### config.mk
export PLATFORM = sky130hd
export DESIGN_NAME = conv_window_gen
export DESIGN_NICKNAME = d
export VERILOG_FILES = /design/src/rtl/cnn_pkg.sv /design/src/rtl/conv_line_buf.sv /design/src/rtl/conv_window_gen.sv
export SDC_FILE = /design/constraint.sdc
export NUM_CORES = 2
export LEC_CHECK = 0
export ABC_AREA = 1
export CAP_MARGIN = 20
export CORE_MARGIN = 2
export CORE_UTILIZATION = 38
export DETAILED_ROUTE_END_ITERATION = 10
export GPL_ROUTABILITY_DRIVEN = 0
export PLACE_DENSITY = 0.5
export REMOVE_ABC_BUFFERS = 1
export SYNTH_ARGS = -nofsm -noshare
export SYNTH_HDL_FRONTEND = slang
export SYNTH_HIERARCHICAL = 1
export SYNTH_SLANG_ARGS = --single-unit
### constraint.sdc
create_clock -name clk -period 5.3 [get_ports clk]
set_clock_uncertainty 0.1 [all_clocks]
set_input_delay 1.06 -clock clk [delete_from_list [all_inputs] [get_ports clk]]
set_output_delay 1.06 -clock clk [all_outputs]
set_load 0.02 [all_outputs]
### src/rtl/cnn_pkg.sv
// cnn_pkg: shared constants, pixel type and window-element offset helper for the CNN datapath
package cnn_pkg;
  localparam int INT_SIZE = 8;
  localparam int WIN_K = 5;
  localparam int IMG_W = 28;
  localparam int IMG_H = 28;
  typedef logic [INT_SIZE-1:0] pixel_t;
  function automatic int win_off(int r, int c, int k, int isz);
    return (r * k + c) * isz;
  endfunction
endpackage

### src/rtl/conv_line_buf.sv
// conv_line_buf: Depth-deep pixel delay line that advances only when en is high
module conv_line_buf
  import cnn_pkg::*;
#(
  parameter int W = INT_SIZE,
  parameter int Depth = IMG_W
) (
  input  logic         clk,
  input  logic         rst_n,
  input  logic         en,
  input  logic [W-1:0] din,
  output logic [W-1:0] dout
);
  logic [Depth*W-1:0] sr;
  assign dout = sr[Depth*W-1 -: W];
  always_ff @(posedge clk or negedge rst_n)
    if (!rst_n) sr <= '0;
    else if (en) sr <= {sr[(Depth-1)*W-1:0], din};
endmodule

### src/rtl/conv_window_gen.sv
// conv_window_gen: streaming KxK window generator over raster-order pixels.
// Optional CONV_WIN_FRAME_CNT_EN adds a 16-bit wrapping frame_count output.
module conv_window_gen
  import cnn_pkg::*;
#(
  parameter int IntSize = INT_SIZE,
  parameter int K = WIN_K,
  parameter int ImgW = IMG_W,
  parameter int ImgH = IMG_H
) (
  input  logic                   clk,
  input  logic                   rst_n,
  input  logic [IntSize-1:0]     in_pixel,
  input  logic                   in_valid,
  output logic                   in_ready,
  output logic [K*K*IntSize-1:0] out_window,
  output logic                   out_valid,
  input  logic                   out_ready,
  output logic                   frame_done
`ifdef CONV_WIN_FRAME_CNT_EN
  ,
  output logic [15:0]            frame_count
`endif
);
  localparam int CW = $clog2(ImgW);
  localparam int RW = $clog2(ImgH);
  logic [CW-1:0] col;
  logic [RW-1:0] row;
  logic [K*K*IntSize-1:0] win, nxt;
  logic [IntSize-1:0] chain [K];
  logic accept, produce, last_q;
  assign in_ready = !out_valid || out_ready;
  assign accept = in_valid && in_ready;
  assign produce = accept && row >= RW'(K-1) && col >= CW'(K-1);
  assign frame_done = out_valid && out_ready && last_q;
  // chain[n] is the pixel n rows above the current one, same column
  assign chain[0] = in_pixel;
  for (genvar i = 0; i < K-1; i++) begin : g_lb
    conv_line_buf #(.W(IntSize), .Depth(ImgW)) u_lb (
      .clk(clk), .rst_n(rst_n), .en(accept), .din(chain[i]), .dout(chain[i+1])
    );
  end
  for (genvar i = 0; i < K; i++) begin : g_r
    for (genvar j = 0; j < K; j++) begin : g_c
      if (j == K-1) begin : g_new
        assign nxt[win_off(i, j, K, IntSize) +: IntSize] = chain[K-1-i];
      end else begin : g_sh
        assign nxt[win_off(i, j, K, IntSize) +: IntSize] = win[win_off(i, j+1, K, IntSize) +: IntSize];
      end
    end
  end
  always_ff @(posedge clk or negedge rst_n) begin
    if (!rst_n) begin
      col <= '0;
      row <= '0;
      win <= '0;
      out_window <= '0;
      out_valid <= 1'b0;
      last_q <= 1'b0;
    end else begin
      if (accept) begin
        win <= nxt;
        col <= (col == CW'(ImgW-1)) ? '0 : col + 1'b1;
        if (col == CW'(ImgW-1)) row <= (row == RW'(ImgH-1)) ? '0 : row + 1'b1;
      end
      if (produce) begin
        out_window <= nxt;
        last_q <= (row == RW'(ImgH-1)) && (col == CW'(ImgW-1));
      end
      out_valid <= produce || (out_valid && !out_ready);
    end
  end
`ifdef CONV_WIN_FRAME_CNT_EN
  always_ff @(posedge clk or negedge rst_n)
    if (!rst_n) frame_count <= '0;
    else if (frame_done) frame_count <= frame_count + 16'd1;
`endif
endmodule

[After elaboration in Yosys (flattened, before gate mapping)]
Index checks and enable logic that the tools add are counted.
Storage, ports and cells
  register bits: 1308
  output and inout bits: 203
  word-level logic and storage cells: 30
Cells by class
  add/sub/neg operators: 2
  order comparisons: 2
  eq/ne operators: 2
  muxes and demuxes: 2
  reductions and logical operators: 12
Operators with widths (number)
  $add A5 B1 Y5 const B: 2
  $eq A5 B5 Y1 const B: 2
  $ge A5 B3 Y1 const B: 2
  $mux W5: 2
  $logic_and A1 B1 Y1: 7
  $logic_not A1 Y1: 2
  $logic_or A1 B1 Y1: 2
  $reduce_and A2 Y1: 1

[Longest topological paths before layout]
  word-level depth: 6
  mapped depth: 12

[By module]
The synthesis kept the hierarchy.
Modules (own cells, without submodules)
  conv_line_buf: instances 4, cells each 954, area an instance 8580.7 um2, seq. area each 5605.4 um2
  conv_window_gen: instances 1, cells each 1556, area an instance 14637.8 um2, seq. area each 9308.9 um2

[Worst setup path after synthesis]
No wires, ideal clock.
  kind: input to output
  from: in out_ready
  to: out frame_done
  arrival: 1.385 ns
  data required time: 4.140 ns
  setup slack: 2.755 ns
  stages: 2
  path through: inv_2 -> nor2_1
On the way
  longest elaborated chain between the ends: 2
Ends and longest elaborated chain
  from (decl): RTL line conv_window_gen.sv:18  | input logic out_ready,
  $logic_and A1 B1 Y1 (2 in a row): RTL line conv_window_gen.sv:35  | assign frame_done = out_valid && out_ready && last_q;
  to (decl): RTL line conv_window_gen.sv:19  | output logic frame_done
Every way passes these cells.

[Worst setup path after layout]
Ends and elaborated chain as after synthesis.

==> metrics.md <==
| Metric | Value |
|---|---|
| Final critical-path setup slack | `~1900 ps` |
| Synth warn | `6` |
| Maximum fanout along the worst path | `2` |
| CP max stage cell | `sky130_fd_sc_hd__clkdlybuf4s50_1` |
| Ratio of cells with drive above 1 in the final layout | `under 10%` |
| Status | `completed` |
| Total congestion overflow after global routing | `0` |
| Std cell rows | `between 100 and 150` |
| Number of buffers inserted to repair setup after CTS | `0` |
| Count of inserted antenna diode cells | `0` |
| Power per cell area | `~380 nW/um2` |
| Setup repair after global routing missed its margin | `false` |
| Fraction of the yosys area taken by sequential cells | `between 60 and 70%` |
| Setup CP Type | `primary input to output port` |
| Total global routing track utilization | `15.03%` |
| Number of max-slew violations in the final report | `0` |
| Filler cells | `approximately 12000` |
| Final hold violations | `0` |
| Width of the chip | `between 300 and 400 um` |
| Cell breakdown of the critical path | `clkdlybuf4s50_1 > inv_2 > nor2_1 > clkdlybuf4s50_1` |
| Cell count after synthesis | `around 5400` |
| Overall die height | `between 300 and 400 um` |
| Data arrival time of the critical path | `2280 ps` |
| Type of destination of the critical path | `output port` |
| Sort of element at the start of the critical path | `primary input` |
| Post-synthesis cell type count | `21` |
| Worst setup slack before clock tree synthesis | `between 1500 and 2000 ps` |
| Maximum frequency from static timing analysis | `approximately 290 MHz` |
| Average instance area after synthesis | `slightly above 9 um2` |
| CTS Buf Count | `~140` |
| Clock tree from TritonCTS | `done` |
| Core Footprint | `approximately 130000 um2` |
| Post-layout minimum cycle time | `roughly 3400 ps` |
| Total Nets Final | `roughly 5500` |
| Detailed-router iteration count before antenna repair | `6` |
| Root Buffer | `sky130_fd_sc_hd__clkbuf_16` |
| Max incr delay on CP | `610 ps` |
| Total number of H-tree levels | `4` |
| Worst ir drop on vdd | `0.2813 mV` |
| First-pass GRT wire length | `about 170000 um` |
| Count of input and output buffers | `roughly 210` |
| Total wire length | `approximately 95000 um` |
| Hold bufs inserted after CTS | `0` |
| Worst-case headroom to the max-slew limit | `between 20 and 30%` |
| Count of unresolved DRC violations after routing | `0` |
| Mapped cell area | `48960 um2` |
| Area growth syn-to-layout | `14.70%` |
| Endpoints failing setup | `0` |
| Max-cap violations | `0` |
| Transition at the pin with the smallest max-transition slack | `1059 ps` |
| Via count | `32900` |
| Via density per instance | `about 4.6` |
| Largest buffer count on any clock path | `3` |
| Number of DRC markers in iteration 0 | `about 2600` |
| Detailed placement HPWL | `between 50000 and 60000 um` |
| Post-CTS Resized | `0` |
| Worst min path class | `primary input to asynchronous set/reset pin` |
| Final worst path period share | `64.95%` |
| Mean routed wirelength per cell | `approximately 13 um` |
| Initial Util | `a little under two fifths` |
| Clock input transition at the sequential cells of the worst setup and hold paths | `60 ps` |
| Worst hold slack after final layout | `roughly 230 ps` |
| Required time worst endpoint | `roughly 4100 ps` |
| Largest net degree at the start of global routing | `~240` |
| Ports placed on the boundary | `between 200 and 250` |
| Number of global-route vias before repair | `around 33000` |
| Full die area | `131700 um2` |
| Seq cells post-synth | `approximately 1300` |
| Most common cell type on the critical path | `sky130_fd_sc_hd__clkdlybuf4s50_1` |
| Final antenna-violating net count | `0` |
| Initial antenna violation count | `0` |
| Leak Pwr | `slightly above 0.03 uW` |
| Clock latency of the later-clocked register in the worst-skew pair | `between 700 and 800 ps` |
| Number of clock sinks seen by CTS | `about 1300` |
[cell families (layout without fill, tap and decap cells)]
| group | Yosys count | in the layout | share of synthesized area (%) |
|---|---|---|---|
| adders and majority gates | 4 | 4 | 0.1022 |
| DFF | 1268 | 1268 | 64.81 |
| xor gates and xnor gates | 2 | 2 | 0.03578 |
| AOI/OAI and AO/OA | 162 | 162 | 1.656 |
| and+or+nand+nor | 3507 | 3507 | 27.54 |
| buffers and inverters | 429 | 609 | 5.857 |
[sequential cells by signal (all words and copies together) (netlist names)]
signal	cells
out_window	200
row	5
g_lb.u_lb/sr	896
out_valid	1
win	160
last_q	1
col	5
[cell usage in the layout, fill, tap and decap left out, types with 5 or more instances in the layout]
master and instances:
sky130_fd_sc_hd__clkbuf_8 33, sky130_fd_sc_hd__clkdlybuf4s50_1 213, sky130_fd_sc_hd__clkinv_2 19, sky130_fd_sc_hd__bufinv_16 8, sky130_fd_sc_hd__nand4_1 5, sky130_fd_sc_hd__nand2_1 3278
sky130_fd_sc_hd__clkbuf_16 147, sky130_fd_sc_hd__nand3_1 214, sky130_fd_sc_hd__o21ai_0 162, sky130_fd_sc_hd__inv_6 5, sky130_fd_sc_hd__buf_12 24, sky130_fd_sc_hd__buf_4 20
sky130_fd_sc_hd__dfrtp_1 1268, sky130_fd_sc_hd__inv_1 89, sky130_fd_sc_hd__clkbuf_1 35
[area by class of cell]
type | count | area (um2) | share of cell area, %
inverter | 97 | 405.4 | 0.7219
timing repair buffer | 258 | 2790 | 4.969
sequential | 1268 | 31730 | 56.50
clock buffer | 215 | 4264 | 7.593
clock inverter | 39 | 503.0 | 0.8957
multi-input combinational | 3675 | 14380 | 25.61
tap | 1662 | 2079 | 3.703
[final timing paths]
check | slack, ps | cells past startpoint | to | from
hold / removal | 230 | 1 | last_q | rst_n
max in group asynchronous | 3640 | 2 | g_lb[0].u_lb/sr[37] | rst_n
setup reg to reg | 2650 | 7 | g_lb[1].u_lb/sr[74] | out_valid
min in group clk | 360 | 2 | g_lb[1].u_lb/sr[168] | g_lb[1].u_lb/sr[160]
hold reg to reg | 360 | 2 | g_lb[1].u_lb/sr[168] | g_lb[1].u_lb/sr[160]
setup / recovery | 1860 | 4 | frame_done | out_ready
[Yosys cell counts (all sizes together)]
master	n	area, um2
nand2	3280	12330
dfrtp	1268	31730
buf	315	2427
nand3	216	1099
o21ai	162	810.8
inv	97	376.6
clkbuf	17	63.81
nor2	6	27.52
nand4	5	31.28
ha	4	50.05
xor2	2	17.52
[where the power goes]
group	leakage (uW)	switching (uW)	internal, uW
Sequential	0.0175	201	10000
Combinational	0.0108	869	268
Clock	0.00235	3920	5960
Total	0.0307	4990	16300
[per-stage QoR]
stage	total power [uW]	setup TNS, ps	instances	utilization, %	instance area, um2
2_1_floorplan	10990	-5288520	5040	-	46470
3_3_place_gp	11570	0	6960	40.25	51390
3_5_place_dp	11590	0	6960	40.25	51390
4_1_cts	21690	0	7214	43.98	56160
5_1_grt	22290	0	7214	43.98	56160
6_report	21250	0	7214	43.98	56160
[metal layers]
metal / vias up / global-route usage (%) / wire [um]
met3: 131 / 3.052 / 3451
li1: 16510 / - / -
met5: - / 0 / 0
met1: 15890 / 20.57 / 47100
met2: 365 / 24.17 / 42330
met4: 0 / 4.459 / 1922
[critical path, delay by kind of cell]
| family | cells | cell delay [ps] |
|---|---|---|
| and+or+nand+nor | 1 | 90 |
| buffers and inverters | 3 | 1130 |
Note: power is estimated with default switching activity, not from simulation.
